==> src/rtl/ctrl_pkg.sv <==
// Shared definitions for the multicycle control unit: state encoding,
// opcodes, ALUOp / ALUControl codes and datapath mux select codes.
package ctrl_pkg;

  // FETCH must stay at 0: reset lands there and state_o exposes it.
  typedef enum logic [3:0] {
    S_FETCH   = 4'd0,
    S_DECODE  = 4'd1,
    S_MEMADR  = 4'd2,
    S_MEMREAD = 4'd3,
    S_MEMWB   = 4'd4,
    S_MEMWR   = 4'd5,
    S_EXECR   = 4'd6,
    S_EXECI   = 4'd7,
    S_JAL     = 4'd8,
    S_ALUWB   = 4'd9,
    S_BRANCH  = 4'd10
  } state_t;

  // Opcodes
  localparam logic [6:0] OP_LOAD   = 7'b0000011;
  localparam logic [6:0] OP_STORE  = 7'b0100011;
  localparam logic [6:0] OP_RTYPE  = 7'b0110011;
  localparam logic [6:0] OP_ITYPE  = 7'b0010011;
  localparam logic [6:0] OP_JAL    = 7'b1101111;
  localparam logic [6:0] OP_BRANCH = 7'b1100011;

  // Branch funct3
  localparam logic [2:0] F3_BEQ = 3'b000;
  localparam logic [2:0] F3_BNE = 3'b001;

  // ALUOp (internal between FSM and ALU decoder)
  localparam logic [1:0] ALUOP_ADD   = 2'b00;
  localparam logic [1:0] ALUOP_SUB   = 2'b01;
  localparam logic [1:0] ALUOP_FUNCT = 2'b10;

  // ALUControl
  localparam logic [2:0] ALU_ADD = 3'b000;
  localparam logic [2:0] ALU_SUB = 3'b001;
  localparam logic [2:0] ALU_AND = 3'b010;
  localparam logic [2:0] ALU_OR  = 3'b011;
  localparam logic [2:0] ALU_XOR = 3'b100;
  localparam logic [2:0] ALU_SLT = 3'b101;

  // Result mux
  localparam logic [1:0] RES_ALUOUT    = 2'b00;
  localparam logic [1:0] RES_DATA      = 2'b01;
  localparam logic [1:0] RES_ALURESULT = 2'b10;

  // ALU source A mux
  localparam logic [1:0] SRCA_PC    = 2'b00;
  localparam logic [1:0] SRCA_OLDPC = 2'b01;
  localparam logic [1:0] SRCA_RS1   = 2'b10;

  // ALU source B mux
  localparam logic [1:0] SRCB_RS2  = 2'b00;
  localparam logic [1:0] SRCB_IMM  = 2'b01;
  localparam logic [1:0] SRCB_FOUR = 2'b10;

  // Immediate format
  localparam logic [1:0] IMM_I = 2'b00;
  localparam logic [1:0] IMM_S = 2'b01;
  localparam logic [1:0] IMM_B = 2'b10;
  localparam logic [1:0] IMM_J = 2'b11;

  // True when funct3 names an ALU operation this core implements
  // for R-type / I-type arithmetic.
  function automatic logic alu_funct3_ok(input logic [2:0] f3, input logic en_xor);
    logic ok;
    case (f3)
      3'b000, 3'b010, 3'b110, 3'b111: ok = 1'b1;
      3'b100:                         ok = en_xor;
      default:                        ok = 1'b0;
    endcase
    return ok;
  endfunction

endpackage

==> src/rtl/ctrl_multicycle_alu_dec.sv <==
// ALU decoder: turns the FSM's ALUOp plus instruction fields into the
// ALUControl code. Unsupported funct3 values fall back to add; the
// top level flags those instructions as illegal before they execute.
module alu_dec
  import ctrl_pkg::*;
#(
  parameter int EN_XOR = 0
) (
  input  logic [1:0] i_alu_op,
  input  logic [2:0] i_funct3,
  input  logic       i_funct7,
  input  logic       i_op5,
  output logic [2:0] o_alu_control
);

  // Select the ALU operation from ALUOp and, for ALUOp 10, funct3/funct7.
  always_comb begin
    o_alu_control = ALU_ADD;
    case (i_alu_op)
      ALUOP_ADD: o_alu_control = ALU_ADD;
      ALUOP_SUB: o_alu_control = ALU_SUB;
      ALUOP_FUNCT: begin
        case (i_funct3)
          3'b000:  o_alu_control = (i_op5 && i_funct7) ? ALU_SUB : ALU_ADD;
          3'b010:  o_alu_control = ALU_SLT;
          3'b110:  o_alu_control = ALU_OR;
          3'b111:  o_alu_control = ALU_AND;
          3'b100:  o_alu_control = (EN_XOR != 0) ? ALU_XOR : ALU_ADD;
          default: o_alu_control = ALU_ADD;
        endcase
      end
      default: o_alu_control = ALU_ADD;
    endcase
  end

endmodule

==> src/rtl/ctrl_multicycle.sv <==
// Multicycle control unit: Moore FSM sequencing fetch/decode/execute/
// memory/writeback over a shared ALU and memory port, plus branch
// decision and immediate-format decode. Write strobes are forced low
// while rst_n is asserted so an aborted instruction leaves no trace.
module ctrl_multicycle
  import ctrl_pkg::*;
#(
  parameter int MEM_WAIT = 0,
  parameter int EN_BNE   = 0,
  parameter int EN_XOR   = 0
) (
  input  logic       clk,
  input  logic       rst_n,
  input  logic [6:0] op,
  input  logic [2:0] funct3,
  input  logic       funct7,
  input  logic       Zero,
  input  logic       MemReady,
  output logic       PCWrite,
  output logic       AdrSrc,
  output logic       MemWrite,
  output logic       IRWrite,
  output logic       RegWrite,
  output logic [1:0] ResultSrc,
  output logic [1:0] ALUSrcA,
  output logic [1:0] ALUSrcB,
  output logic [1:0] ImmSrc,
  output logic [2:0] ALUControl,
  output logic       Illegal,
  output logic [3:0] state_o
);

  state_t     r_state;
  state_t     w_next_state;
  logic       w_ready;
  logic       w_dec_illegal;
  logic       w_taken;
  logic       w_pc_update;
  logic       w_branch;
  logic       w_ir_write;
  logic       w_mem_write;
  logic       w_reg_write;
  logic       w_illegal;
  logic       w_adr_src;
  logic [1:0] w_result_src;
  logic [1:0] w_alu_src_a;
  logic [1:0] w_alu_src_b;
  logic [1:0] w_alu_op;

  // Without wait states every memory access completes in its first cycle.
  assign w_ready = (MEM_WAIT == 0) || MemReady;

  // Decode-time legality: unknown opcodes, unsupported ALU funct3 and
  // unsupported branch conditions all abort back to FETCH.
  always_comb begin
    w_dec_illegal = 1'b0;
    case (op)
      OP_LOAD, OP_STORE, OP_JAL: w_dec_illegal = 1'b0;
      OP_RTYPE, OP_ITYPE:        w_dec_illegal = !alu_funct3_ok(funct3, EN_XOR != 0);
      OP_BRANCH:                 w_dec_illegal = !((funct3 == F3_BEQ) ||
                                                   ((EN_BNE != 0) && (funct3 == F3_BNE)));
      default:                   w_dec_illegal = 1'b1;
    endcase
  end

  // Branch condition from the ALU zero flag (only consulted in BRANCH).
  always_comb begin
    w_taken = 1'b0;
    if (funct3 == F3_BEQ) begin
      w_taken = Zero;
    end else if ((EN_BNE != 0) && (funct3 == F3_BNE)) begin
      w_taken = !Zero;
    end
  end

  // Immediate format straight from the opcode.
  always_comb begin
    ImmSrc = IMM_I;
    case (op)
      OP_STORE:  ImmSrc = IMM_S;
      OP_BRANCH: ImmSrc = IMM_B;
      OP_JAL:    ImmSrc = IMM_J;
      default:   ImmSrc = IMM_I;
    endcase
  end

  // State register; asynchronous reset parks the FSM in FETCH.
  always_ff @(posedge clk or negedge rst_n) begin
    if (!rst_n) begin
      r_state <= S_FETCH;
    end else begin
      r_state <= w_next_state;
    end
  end

  // Next-state and Moore outputs per state.
  always_comb begin
    w_next_state = r_state;
    w_pc_update  = 1'b0;
    w_branch     = 1'b0;
    w_ir_write   = 1'b0;
    w_mem_write  = 1'b0;
    w_reg_write  = 1'b0;
    w_illegal    = 1'b0;
    w_adr_src    = 1'b0;
    w_result_src = RES_ALUOUT;
    w_alu_src_a  = SRCA_PC;
    w_alu_src_b  = SRCB_RS2;
    w_alu_op     = ALUOP_ADD;
    case (r_state)
      S_FETCH: begin
        w_alu_src_a  = SRCA_PC;
        w_alu_src_b  = SRCB_FOUR;
        w_result_src = RES_ALURESULT;
        w_ir_write   = w_ready;
        w_pc_update  = w_ready;
        if (w_ready) w_next_state = S_DECODE;
      end
      S_DECODE: begin
        w_alu_src_a = SRCA_OLDPC;
        w_alu_src_b = SRCB_IMM;
        if (w_dec_illegal) begin
          w_illegal    = 1'b1;
          w_next_state = S_FETCH;
        end else begin
          case (op)
            OP_LOAD, OP_STORE: w_next_state = S_MEMADR;
            OP_RTYPE:          w_next_state = S_EXECR;
            OP_ITYPE:          w_next_state = S_EXECI;
            OP_JAL:            w_next_state = S_JAL;
            OP_BRANCH:         w_next_state = S_BRANCH;
            default:           w_next_state = S_FETCH;
          endcase
        end
      end
      S_MEMADR: begin
        w_alu_src_a  = SRCA_RS1;
        w_alu_src_b  = SRCB_IMM;
        w_next_state = (op == OP_STORE) ? S_MEMWR : S_MEMREAD;
      end
      S_MEMREAD: begin
        w_adr_src = 1'b1;
        if (w_ready) w_next_state = S_MEMWB;
      end
      S_MEMWB: begin
        w_result_src = RES_DATA;
        w_reg_write  = 1'b1;
        w_next_state = S_FETCH;
      end
      S_MEMWR: begin
        w_adr_src   = 1'b1;
        w_mem_write = 1'b1;
        if (w_ready) w_next_state = S_FETCH;
      end
      S_EXECR: begin
        w_alu_src_a  = SRCA_RS1;
        w_alu_src_b  = SRCB_RS2;
        w_alu_op     = ALUOP_FUNCT;
        w_next_state = S_ALUWB;
      end
      S_EXECI: begin
        w_alu_src_a  = SRCA_RS1;
        w_alu_src_b  = SRCB_IMM;
        w_alu_op     = ALUOP_FUNCT;
        w_next_state = S_ALUWB;
      end
      S_JAL: begin
        w_alu_src_a  = SRCA_OLDPC;
        w_alu_src_b  = SRCB_FOUR;
        w_pc_update  = 1'b1;
        w_next_state = S_ALUWB;
      end
      S_ALUWB: begin
        w_reg_write  = 1'b1;
        w_next_state = S_FETCH;
      end
      S_BRANCH: begin
        w_alu_src_a  = SRCA_RS1;
        w_alu_src_b  = SRCB_RS2;
        w_alu_op     = ALUOP_SUB;
        w_branch     = 1'b1;
        w_next_state = S_FETCH;
      end
      default: w_next_state = S_FETCH;
    endcase
  end

  alu_dec #(
    .EN_XOR(EN_XOR)
  ) u_alu_dec (
    .i_alu_op      (w_alu_op),
    .i_funct3      (funct3),
    .i_funct7      (funct7),
    .i_op5         (op[5]),
    .o_alu_control (ALUControl)
  );

  // Strobes are gated by rst_n so reset silences them without a clock edge.
  assign PCWrite   = rst_n && (w_pc_update || (w_branch && w_taken));
  assign IRWrite   = rst_n && w_ir_write;
  assign MemWrite  = rst_n && w_mem_write;
  assign RegWrite  = rst_n && w_reg_write;
  assign Illegal   = rst_n && w_illegal;
  assign AdrSrc    = w_adr_src;
  assign ResultSrc = w_result_src;
  assign ALUSrcA   = w_alu_src_a;
  assign ALUSrcB   = w_alu_src_b;
  assign state_o   = r_state;

endmodule

==> config.mk <==
export PLATFORM = sky130hd
export DESIGN_NAME = ctrl_multicycle
export DESIGN_NICKNAME = d
export VERILOG_FILES = /design/src/rtl/ctrl_pkg.sv /design/src/rtl/ctrl_multicycle_alu_dec.sv /design/src/rtl/ctrl_multicycle.sv
export SDC_FILE = /design/constraint.sdc
export NUM_CORES = 1
export LEC_CHECK = 0
export CELL_PAD_IN_SITES_DETAIL_PLACEMENT = 1
export CELL_PAD_IN_SITES_GLOBAL_PLACEMENT = 2
export CORE_ASPECT_RATIO = 1.25
export CORE_MARGIN = 5
export CORE_UTILIZATION = 20
export DETAILED_ROUTE_END_ITERATION = 10
export PLACE_DENSITY = 0.87
export SLEW_MARGIN = 20
export SYNTH_ARGS = -nofsm -noshare
export SYNTH_HDL_FRONTEND = slang
export SYNTH_SLANG_ARGS = --single-unit
==> constraint.sdc <==
create_clock -name clk -period 2.2 [get_ports clk]
set_clock_uncertainty 0.1 [all_clocks]
set_input_delay 0.55 -clock clk [delete_from_list [all_inputs] [get_ports clk]]
set_output_delay 0.55 -clock clk [all_outputs]
set_load 0.03 [all_outputs]
==> results.ini <==
[setup_path]
path_buf_inv=3
path_max_fanout=4
cp-start-kind=flop
arrival_ps=1730
cpPeakStageDelay_ps=390
endpoint_kind=output pin
crit_required_ps=1550
critPathTopFamily=simple AND/OR/NAND/NOR gates
crit_chain=inv_2 > nor4b_4 > inv_1 > ha_4 > nor4_4 > buf_6
worstSetupPathType=reg -> out
cp_slowest_cell=dfrtp_2

[timing]
worst_slack_ps=-178
fmax_mhz=421
hold_violations=0
final.min_clock_period_ps=2380
tightest_slew_ps=390
slew_headroom_pct=73.6
drv_slew=0
setup_violations=4
rsz0062_at_grt=true
post-route-period-util_pct=108
fin_setup_tns_ps=-417

[power_and_ir_drop]
p_int_w=0.000607
switching_share_pct=43.7
p_comb_share_pct=75.2
ir_drop_v=0.000475
cellPowerDensity_nw_per_um2=636
p_leak_nw=0.815
power_switching_w=0.000471
clock_power_share_pct=15.1
seq_power_share_pct=9.7

[final_layout]
nets=194
area_growth_pct=143
final_cell_mix=58 x buf_4, 14 x buf_6, 6 x nand2_1, 5 x nor2_1
fillCellCount=416
multi_input_area_sq_um=717
seqCellArea_sq_um=105
n_antenna_cell=0
final_common_cell=buf_4
drive_above_1_share_pct=69.3
largest_reg_flops=4
layout.cells.non_filler=215

[global_route]
grt_max_degree=10
grt_use_total_pct=13.2
antenna_found_initial=0
grt_pass1_wl_microns=5100
grt_pass1_vias=1094
grt_overflow=0

[die]
die_h_microns=76
die_width_microns=62.8
fp-row-count=24
die-area_sq_um=4770
start_util_pct=20.4
io_pins=36
coreArea_sq_um=3420

[cts]
cts_tree=yes
clkSlewWorstSetupHoldPaths_ps=40
cts_root_buf=clkbuf_8
clkLatencyLatePin_ps=220
cts.sinks=4
htreeDepth=1
cts_buffers=3
clk_path_buf_depth=2
cts_hold_buf=0

[logic_synthesis]
synth_seq_area_share_pct=14.4
synthCells=87
synth_fp_nets=104
async_flop_share_pct=100
ys_ff_latch=4
synth-edff-count=0
netlist_area_sq_um=697
synthDistinctLibCells=39
syn-mean-instance-area_sq_um=8.01
synthFlopType=dfrtp_1
ys_warn_count=0

[outcome]
status=finished, violations left
violations=setup timing

[placed_design]
dp_hpwl_microns=2370
port_buffers=34
gp_congestion=0.763
dp.cells=192
place_ws_ps=-1030

[run]
cap_violations=0

[route]
totalWireLength_microns=3130
drt-pass1-iter-count=2
remaining_drc_errors=0
drt_iter0_markers=31
ant_nets=0
vias=1015
vias_per_cell=4.72
wire_per_inst_microns=14.6

[min_path]
hold_class=in -> async

-- Yosys cell counts, types with 2 or more instances --
cell type / instances / area [sq um]
nor3_1: 4 / 20.0
dfrtp_1: 4 / 100
inv_1: 4 / 15.0
a31oi_1: 3 / 18.8
nor3b_1: 2 / 15.0
and2b_1: 3 / 22.5
nand2b_1: 2 / 12.5
nand2_1: 7 / 26.3
and3_1: 3 / 18.8
xor2_1: 2 / 17.5
nor4b_4: 3 / 71.3
nor4_1: 3 / 18.8
ha_1: 2 / 25.0
o21ai_0: 2 / 10.0
a211oi_1: 2 / 15.0
nor2_1: 8 / 30.0
buf_4: 2 / 15.0
nor2b_1: 2 / 12.5
o31ai_1: 2 / 15.0
nand4_1: 2 / 12.5
and2_1: 2 / 12.5
a21oi_1: 6 / 30.0
-- layer usage --
| metal | vias up | share of wire (%) | GRT usage [%] |
|---|---|---|---|
| met1 | 474 | 36 | 13.1 |
| met3 | 4 | 5.9 | 3.54 |
| met2 | 34 | 56 | 24.5 |
| met5 | - | 0 | 0 |
| met4 | 0 | 2.0 | 6.58 |
| li1 | 503 | - | - |
-- what timing repair did --
item                                    in CTS  in global routing
gates resized for setup                     67                 30
setup buffers                               11                 10
gates cloned                                 0                  0
endpoints found under the setup margin      13                 15
endpoints found under the hold margin        0                  0
pin swaps                                    8                 11
-- final cells by class --
type	instances	area share, %
Timing Repair Buffer	89	45.1
Sequential cell	4	6.19
Tap cell	39	2.88
Clock buffer	4	2.65
Multi-Input combinational cell	75	42.3
Inverter	4	0.885
-- kinds of logic after synthesis --
family	Yosys count	synth area share (%)
and+or+nand+nor	50	53.1
AOI/OAI and AO/OA	20	18.1
buffers and inverters	8	7.00
DFF	4	14.4
xor gates and xnor gates	3	3.77
adders and majority gates	2	3.59
-- through the flow --
step           hold slack [ps]  cell area [sq um]  utilization, %  total power [W]
6_report                   170               1700            49.6          0.00108
2_1_floorplan              154                777               -         0.000483
3_5_place_dp               568               1360            39.8         0.000760
3_3_place_gp               537               1360            39.8         0.000739
5_1_grt                    173               1700            49.6          0.00115
4_1_cts                    538               1560            45.5          0.00100
-- worst reg2reg max path, delay by kind of cell, from the launching register on --
family	cells	cell delay (ps)
simple gates	2	490
compound gates	1	150
flops	1	420
buf+inv	3	460
-- final timing paths --
kind                            start  cells after the start  slack [ps]            end
min in group clk           state_o[2]                      2         550     state_o[2]
max in group asynchronous       rst_n                      3        1610     state_o[0]
setup reg to reg           state_o[3]                      6         500     state_o[1]
hold / removal                  rst_n                      2         170     state_o[3]
setup / recovery           state_o[3]                      6        -180  ALUControl[2]
hold reg to reg            state_o[2]                      2         550     state_o[2]
-- power by group through the flow --
stage	clock [W]	sequential, W	combinational [W]
after global routing	0.000181	0.000106	0.000861
after floorplan	0	0.000134	0.000349
after CTS	0.000168	0.000103	0.000732
after global placement	0	0.000110	0.000629
final	0.000163	0.000104	0.000811
after detailed placement	0	0.000112	0.000648
No activity file was read; power rests on OpenSTA's default activity.
